==> src/rtl/toll_coin_acceptor_pkg.sv <==
// Shared constants, state encoding and coin arithmetic for the toll coin acceptor.
package toll_coin_acceptor_pkg;

  localparam int unsigned CREDIT_W = 7;

  localparam logic [CREDIT_W-1:0] NICKEL_C  = CREDIT_W'(5);
  localparam logic [CREDIT_W-1:0] DIME_C    = CREDIT_W'(10);
  localparam logic [CREDIT_W-1:0] QUARTER_C = CREDIT_W'(25);

  typedef enum logic {
    ST_COLLECT = 1'b0,
    ST_PAID    = 1'b1
  } state_e;

  // Cents contributed by the coin events seen in one cycle (max 40).
  function automatic logic [CREDIT_W-1:0] coin_sum(input logic nickel_ev,
                                                   input logic dime_ev,
                                                   input logic quarter_ev);
    logic [CREDIT_W-1:0] sum;
    sum = '0;
    if (nickel_ev)  sum = sum + NICKEL_C;
    if (dime_ev)    sum = sum + DIME_C;
    if (quarter_ev) sum = sum + QUARTER_C;
    return sum;
  endfunction

endpackage

==> src/rtl/toll_sync_edge.sv <==
// Two-flop synchronizer plus registered rising-edge detector for one raw input.
// Events are only armed once the synchronized level has been seen low after reset.
module toll_sync_edge (
  input  logic clk,
  input  logic rst,
  input  logic d_raw,
  output logic ev
);

  logic       s1_q, s1_d;
  logic       s2_q, s2_d;
  logic       s3_q, s3_d;
  logic [1:0] fill_q, fill_d;
  logic       armed_q, armed_d;
  logic       ev_q, ev_d;

  always_ff @(posedge clk) begin
    if (rst) begin
      s1_q    <= 1'b0;
      s2_q    <= 1'b0;
      s3_q    <= 1'b0;
      fill_q  <= 2'b00;
      armed_q <= 1'b0;
      ev_q    <= 1'b0;
    end else begin
      s1_q    <= s1_d;
      s2_q    <= s2_d;
      s3_q    <= s3_d;
      fill_q  <= fill_d;
      armed_q <= armed_d;
      ev_q    <= ev_d;
    end
  end

  // A level already high when reset releases never arms, so it cannot fire.
  always_comb begin
    s1_d    = d_raw;
    s2_d    = s1_q;
    s3_d    = s2_q;
    fill_d  = {fill_q[0], 1'b1};
    armed_d = armed_q | (fill_q[1] & ~s2_q);
    ev_d    = armed_q & s2_q & ~s3_q;
  end

  assign ev = ev_q;

endmodule

==> src/rtl/toll_coin_acceptor.sv <==
// Toll booth coin acceptor: accumulates coins toward TOLL, returns change or
// refunds on cancel, and holds the paid lamp until the car leaves.
module toll_coin_acceptor
  import toll_coin_acceptor_pkg::*;
#(
  parameter int unsigned TOLL = 35
) (
  input  logic                Clk,
  input  logic                Reset,
  input  logic                Nickel,
  input  logic                Dime,
  input  logic                Quarter,
  input  logic                Cancel,
  input  logic                CarPassed,
  output logic                Paid,
  output logic [CREDIT_W-1:0] Credit,
  output logic [CREDIT_W-1:0] Change,
  output logic                ChangeValid
);

  localparam logic [CREDIT_W-1:0] TOLL_C = CREDIT_W'(TOLL);

  logic nickel_ev, dime_ev, quarter_ev, cancel_ev, car_ev;

  toll_sync_edge u_sync_nickel (
    .clk(Clk), .rst(Reset), .d_raw(Nickel), .ev(nickel_ev)
  );
  toll_sync_edge u_sync_dime (
    .clk(Clk), .rst(Reset), .d_raw(Dime), .ev(dime_ev)
  );
  toll_sync_edge u_sync_quarter (
    .clk(Clk), .rst(Reset), .d_raw(Quarter), .ev(quarter_ev)
  );
  toll_sync_edge u_sync_cancel (
    .clk(Clk), .rst(Reset), .d_raw(Cancel), .ev(cancel_ev)
  );
  toll_sync_edge u_sync_car (
    .clk(Clk), .rst(Reset), .d_raw(CarPassed), .ev(car_ev)
  );

  state_e              state_q, state_d;
  logic                paid_q, paid_d;
  logic [CREDIT_W-1:0] credit_q, credit_d;
  logic [CREDIT_W-1:0] change_q, change_d;
  logic                change_valid_q, change_valid_d;

  logic [CREDIT_W-1:0] sum_c;
  logic [CREDIT_W-1:0] total_c;

  assign sum_c   = coin_sum(nickel_ev, dime_ev, quarter_ev);
  assign total_c = credit_q + sum_c;

  always_ff @(posedge Clk) begin
    if (Reset) begin
      state_q        <= ST_COLLECT;
      paid_q         <= 1'b0;
      credit_q       <= '0;
      change_q       <= '0;
      change_valid_q <= 1'b0;
    end else begin
      state_q        <= state_d;
      paid_q         <= paid_d;
      credit_q       <= credit_d;
      change_q       <= change_d;
      change_valid_q <= change_valid_d;
    end
  end

  // Reaching the toll takes priority over a simultaneous cancel.
  always_comb begin
    state_d        = state_q;
    credit_d       = credit_q;
    change_d       = '0;
    change_valid_d = 1'b0;

    case (state_q)
      ST_COLLECT: begin
        if (total_c >= TOLL_C) begin
          state_d        = ST_PAID;
          credit_d       = '0;
          change_d       = total_c - TOLL_C;
          change_valid_d = 1'b1;
        end else if (cancel_ev) begin
          credit_d = '0;
          if (total_c != '0) begin
            change_d       = total_c;
            change_valid_d = 1'b1;
          end
        end else begin
          credit_d = total_c;
        end
      end
      ST_PAID: begin
        credit_d = '0;
        if (sum_c != '0) begin
          change_d       = sum_c;
          change_valid_d = 1'b1;
        end
        if (car_ev) begin
          state_d = ST_COLLECT;
        end
      end
      default: begin
        state_d  = ST_COLLECT;
        credit_d = '0;
      end
    endcase

    paid_d = (state_d == ST_PAID);
  end

  assign Paid        = paid_q;
  assign Credit      = credit_q;
  assign Change      = change_q;
  assign ChangeValid = change_valid_q;

endmodule

==> config.mk <==
export PLATFORM = sky130hd
export DESIGN_NAME = toll_coin_acceptor
export DESIGN_NICKNAME = d
export VERILOG_FILES = /design/src/rtl/toll_coin_acceptor_pkg.sv /design/src/rtl/toll_sync_edge.sv /design/src/rtl/toll_coin_acceptor.sv
export SDC_FILE = /design/constraint.sdc
export NUM_CORES = 1
export LEC_CHECK = 0
export ABC_CLOCK_PERIOD_IN_PS = 4600
export BUFFER_PORTS_ARGS = -buffer_cell sky130_fd_sc_hd__buf_2
export CORE_UTILIZATION = 50
export DETAILED_ROUTE_END_ITERATION = 10
export PLACE_DENSITY = 0.68
export SLEW_MARGIN = 0
export SYNTH_ARGS = -nofsm -noshare
export SYNTH_HDL_FRONTEND = slang
export SYNTH_SLANG_ARGS = --single-unit
==> constraint.sdc <==
create_clock -name Clk -period 4.6 [get_ports Clk]
set_clock_uncertainty 0.2 [all_clocks]
set_input_delay 0.69 -clock Clk [delete_from_list [all_inputs] [get_ports Clk]]
set_output_delay 0.69 -clock Clk [all_outputs]
set_load 0.03 [all_outputs]
After elaboration in Yosys (flattened, before gate mapping) --
Index checks and enable logic that the tools add are counted.
Word-level totals: register bits after elaboration 51, logic and storage cells 101, output and inout port bits 16
Operators by class: reduce and logical (&&, ||, !) cells 2, add/sub/neg operators 4, multiplexer cells 24, $lt $le $gt $ge 1, bitwise logic cells 31
Operators with widths (count):
- $mux W7 | 8
- $pmux W7 S2 | 2
- $and A1 B1 Y1 | 15
- $reduce_bool A7 Y1 | 2
- $mux W1 | 11
- $not A1 Y1 | 11
- $add A7 B4 Y7 const B | 1
- $add A7 B5 Y7 const B | 1
- $add A7 B7 Y7 | 1
- $ge A7 B6 Y1 const B | 1
- $sub A7 B6 Y7 const B | 1
- $or A1 B1 Y1 | 5
- $pmux W1 S2 | 2
- $mux W3 | 1

Longest topological paths before layout --
word-level depth 11, gate-level depth with buffers 13, mapped depth without buffers 12

Hierarchy --
Synthesis repeated with hierarchy kept, for this count alone.
Second synthesis, totals: cells, all modules 212, area, all modules 2173.3 sq um
By module, submodules not included:
- toll_coin_acceptor | sequential area each 320.3 sq um, cells an instance 132, area each 1141.1 sq um, instances 1
- toll_sync_edge | sequential area each 140.1 sq um, cells an instance 16, area each 206.4 sq um, instances 5

Least setup slack after synthesis --
No wires, ideal clock.
path kind register -> register, start point register u_sync_nickel.ev_q (netlist: u_sync_nickel.ev), end point register change_q[1] (netlist: Change[1]), arrival time 3.142 ns, data required time 4.280 ns, clock period less this slack 3.461 ns, path buffers 1, cell stages (with the launch flop) 14, slack 1.139 ns, setup time 0.120 ns, cell sequence dfxtp_1 > inv_1 > ha_1 > a21o_1 > inv_1 > fa_1 > xor2_2 > nor4_1 > o221ai_2 > or2_1 > a21o_1 > buf_6 > and2_0 > o31a_1
On the way: longest elaborated chain between the ends 11
Ends and longest elaborated chain:
- start, declared | RTL line toll_sync_edge.sv:15 | logic ev_q, ev_d;
- start signal, assigned | RTL line toll_sync_edge.sv:31 | ev_q <= ev_d;
- $mux W3 (*) | RTL line toll_coin_acceptor_pkg.sv:21 | if (nickel_ev) sum = sum + NICKEL_C;
- $add A7 B4 Y7 | RTL line toll_coin_acceptor_pkg.sv:22 | if (dime_ev) sum = sum + DIME_C;
- $mux W7 (*) | RTL line toll_coin_acceptor_pkg.sv:22
- $add A7 B5 Y7 | RTL line toll_coin_acceptor_pkg.sv:23 | if (quarter_ev) sum = sum + QUARTER_C;
- $mux W7 (*) | RTL line toll_coin_acceptor_pkg.sv:23
- parallel branches: the longest is 5 deep, another holds $add A7 B7 Y7
- $pmux W7 S2 (*) | RTL line toll_coin_acceptor.sv:76 | case (state_q)
- end signal, assigned | RTL line toll_coin_acceptor.sv:64 | change_q <= change_d;
- end, declared | RTL line toll_coin_acceptor.sv:44 | logic [CREDIT_W-1:0] change_q, change_d;
Mark *: on every way between the ends. A chain may end at the register's enable or synchronous reset.

Worst setup path in the final report --
Same ends and word-level chain as after synthesis.

==> results.yml <==
worst_setup_path:
  path_class: "reg -> reg"
  crit_chain: "inv_1 > ha_1 > a21o_1 > inv_1 > fa_1 > xor2_2 > nor4_1 > o221ai_2 > or2_1 > a21o_1 > and2_0 > o31a_1"
  required_ns: 4.59
  r2r_cells: 12
  reg2reg_slack_ns: 0.84
  path_delay_family: "compound AO/OA/AOI/OAI gates"
  r2r_start: "u_sync_nickel.ev$_SDFF_PP0_"
  worst-path-max-fanout: 8
  start_kind: "register"
  arrival_ns: 3.76
  worstReg2RegEnd: "Change[1]$_SDFF_PP0_"
  cp_slowest_stage_delay_ns: 0.46
  critPathBufInv: 2
  slowest_stage: "nor4_1"
  worstSetupEndpointType: "register"
cts:
  ctsHoldBuffers: 0
  clk_pin_slew_worst_paths_ns: 0.09
  cts_htree_levels: 2
  post_cts.repair.setup_buffers: 0
  clockBufferDepth: 2
  cts.sinks: 43
  cts-root-buf: "clkbuf_8"
  clock_latency_ns: 0.30
  cts_tree: "yes"
  cts_made_buffers: 5
  cts-resized-gates: 0
timing:
  relSlewSlack_pct: 51.70
  fin_crit_sh_pct: 81.84
  finalSetupViolations: 0
  timing.fmax_mhz: 265.6
  fin_tns_setup_ns: 0
  slew_viol_final: 0
  worst_pin_slew_ns: 0.7234
  min_period_ns: 3.765
  hold_violations: 0
  rsz0062_at_grt: "no"
min_path:
  holdCritStartpoint: "u_sync_dime.s3_q$_SDFF_PP0_"
  holdPathStages: 1
  hold-path-endpoint: "u_sync_dime.ev$_SDFF_PP0_"
  hold_class: "reg -> reg"
power:
  vdd_drop_max_mv: 0.2974
  power_density_nw_per_um2: 326.5
  cellLeakagePower_nw: 0.9866
  design_power_total_w: 0.0007031
logic_synthesis:
  synth_edf_count: 0
  synthFlopType: "dfxtp_1"
  synth_seq_cells: 43
  synth_area_um2: 1912
  syn-num-nets: 225
  yosysWarnings: 0
  synth_cell_types: 47
  yosysSeqAreaShare_pct: 45.03
  synthCells: 206
  async_flop_share_pct: 0
  avgSynthCellArea_um2: 9.281
drt:
  first_pass_iters: 4
  drc: 0
  finalWirelength_um: 3769
  wire_per_inst_um: 13.51
  vias: 1528
  ant_nets: 0
  via_per_inst: 5.477
  drt_iter0_markers: 101
floorplanning:
  die_w_um: 63.84
  core_area_um2: 3661
  design.die.area_um2: 4075
  initial_core_util_pct: 52.22
  die_y_um: 63.84
  pin_count: 23
  num_rows: 22
global_route:
  antenna_found_initial: 0
  first_global_vias: 1389
  track_usage_pct: 20.49
  grt_first_pass_wirelength_um: 6258
  grt_overflow: 0
  grt_max_degree: 32
layout:
  drive_above_1_share_pct: 16.45
  diodes: 0
  area_growth_pct: 12.63
  fin_nets: 249
placed_design:
  portBuffers: 22
  gp_congestion: 0.9020
  place_hpwl_um: 2834
outcome:
  status: "finished clean"
job:
  cap_violations: 0
-- per-layer routing --
metal | global-route usage [%] | routed length, um
met3 | 5.000 | 186
met4 | 9.091 | 78
met2 | 34.97 | 1871
met5 | 0 | 0
met1 | 24.16 | 1633
-- placed cells by master (no fill, tap or decap), types with 2 or more instances in the layout --
cell       n
dfxtp_1   43
nor2_1    24
buf_2     22
inv_1     20
nor2b_1   14
a21oi_1   12
ha_1      11
nand2_1    8
a21o_1     6
and3_1     5
nor4_1     5
nor4b_1    5
clkbuf_8   5
o32ai_1    4
nor3_1     3
a211oi_1   3
o21ai_0    3
nand2b_1   2
nor3b_1    2
a311oi_1   2
or2_2      2
xnor2_1    2
o31a_1     2
inv_6      2
-- logic make-up (layout without fill, tap and decap cells) --
kind of cell	count (synthesis)	count (layout)	synth area share [%]
AND/OR/NAND/NOR	77	77	21.79
flip-flops	43	43	45.03
AO/OA/AOI/OAI	42	42	16.43
buffers and inverters	26	51	5.562
adder cells (fa/ha/maj)	12	12	8.246
XOR/XNOR	4	4	2.226
other	1	1	0.1961
multiplexers	1	1	0.5236
-- synth_stat cells (all sizes together), types with 2 or more instances --
library cell  count  area (um^2)
a211oi            3        22.52
a21o              6        45.04
a21oi            12        60.06
a311oi            2        17.52
and3              5        31.28
buf               3        20.01
clkbuf            3        11.26
dfxtp            43        860.8
ha               11        137.6
inv              20        75.07
nand2             8        30.03
nand2b            2        12.51
nor2             25        96.35
nor2b            14        87.58
nor3              3        15.01
nor3b             2        15.01
nor4              5        31.28
nor4b             5        43.79
o21ai             3        15.01
o311ai            3        33.79
o31a              2        17.52
o32ai             4        35.03
or2               3        18.77
xnor2             2        17.52
xor2              2        25.03
-- metrics by stage --
stage | worst slack, ns | utilization [%] | cell area (um^2) | hold slack (ns) | instances
5_1_grt | 0.6382 | 58.82 | 2153 | 0.2091 | 279
6_report | 0.8352 | 58.82 | 2153 | 0.1960 | 279
3_3_place_gp | 0.9973 | 56.22 | 2058 | 0.1807 | 271
2_1_floorplan | 1.139 | - | 1912 | 0.1736 | 206
3_5_place_dp | 0.8621 | 56.22 | 2058 | 0.1872 | 271
4_1_cts | 0.8353 | 58.82 | 2153 | 0.2006 | 279
-- report_power, final --
part / total [W] / leakage [nW] / internal (W) / switching (W)
logic: 0.0000591 / 0.585 / 0.0000215 / 0.0000376
clock network: 0.000250 / 0.0491 / 0.000112 / 0.000139
registers: 0.000394 / 0.353 / 0.000387 / 0.00000691
-- final cells by class --
cell class | count | area [um^2]
fill | 322 | 1508
multi-input combinational | 137 | 944.7
sequential | 43 | 860.8
timing repair buffer | 23 | 117.6
inverter | 20 | 75.07
clock buffer | 5 | 68.82
tap | 48 | 60.06
clock inverter | 3 | 26.28
-- worst max path at each step --
stage                           startpoint                   end  slack (ns)  cells after the start
2_1_floorplan  u_sync_nickel.ev$_SDFF_PP0_  Change[1]$_SDFF_PP0_        1.14                     13
3_3_place_gp   u_sync_nickel.ev$_SDFF_PP0_  Change[1]$_SDFF_PP0_         1.0                     12
3_5_place_dp   u_sync_nickel.ev$_SDFF_PP0_  Change[1]$_SDFF_PP0_        0.86                     12
4_1_cts        u_sync_nickel.ev$_SDFF_PP0_  Change[1]$_SDFF_PP0_        0.84                     12
5_1_grt        u_sync_nickel.ev$_SDFF_PP0_  Change[1]$_SDFF_PP0_        0.64                     12
6_report       u_sync_nickel.ev$_SDFF_PP0_  Change[1]$_SDFF_PP0_        0.84                     12
Power figures use the tool's default switching activity.
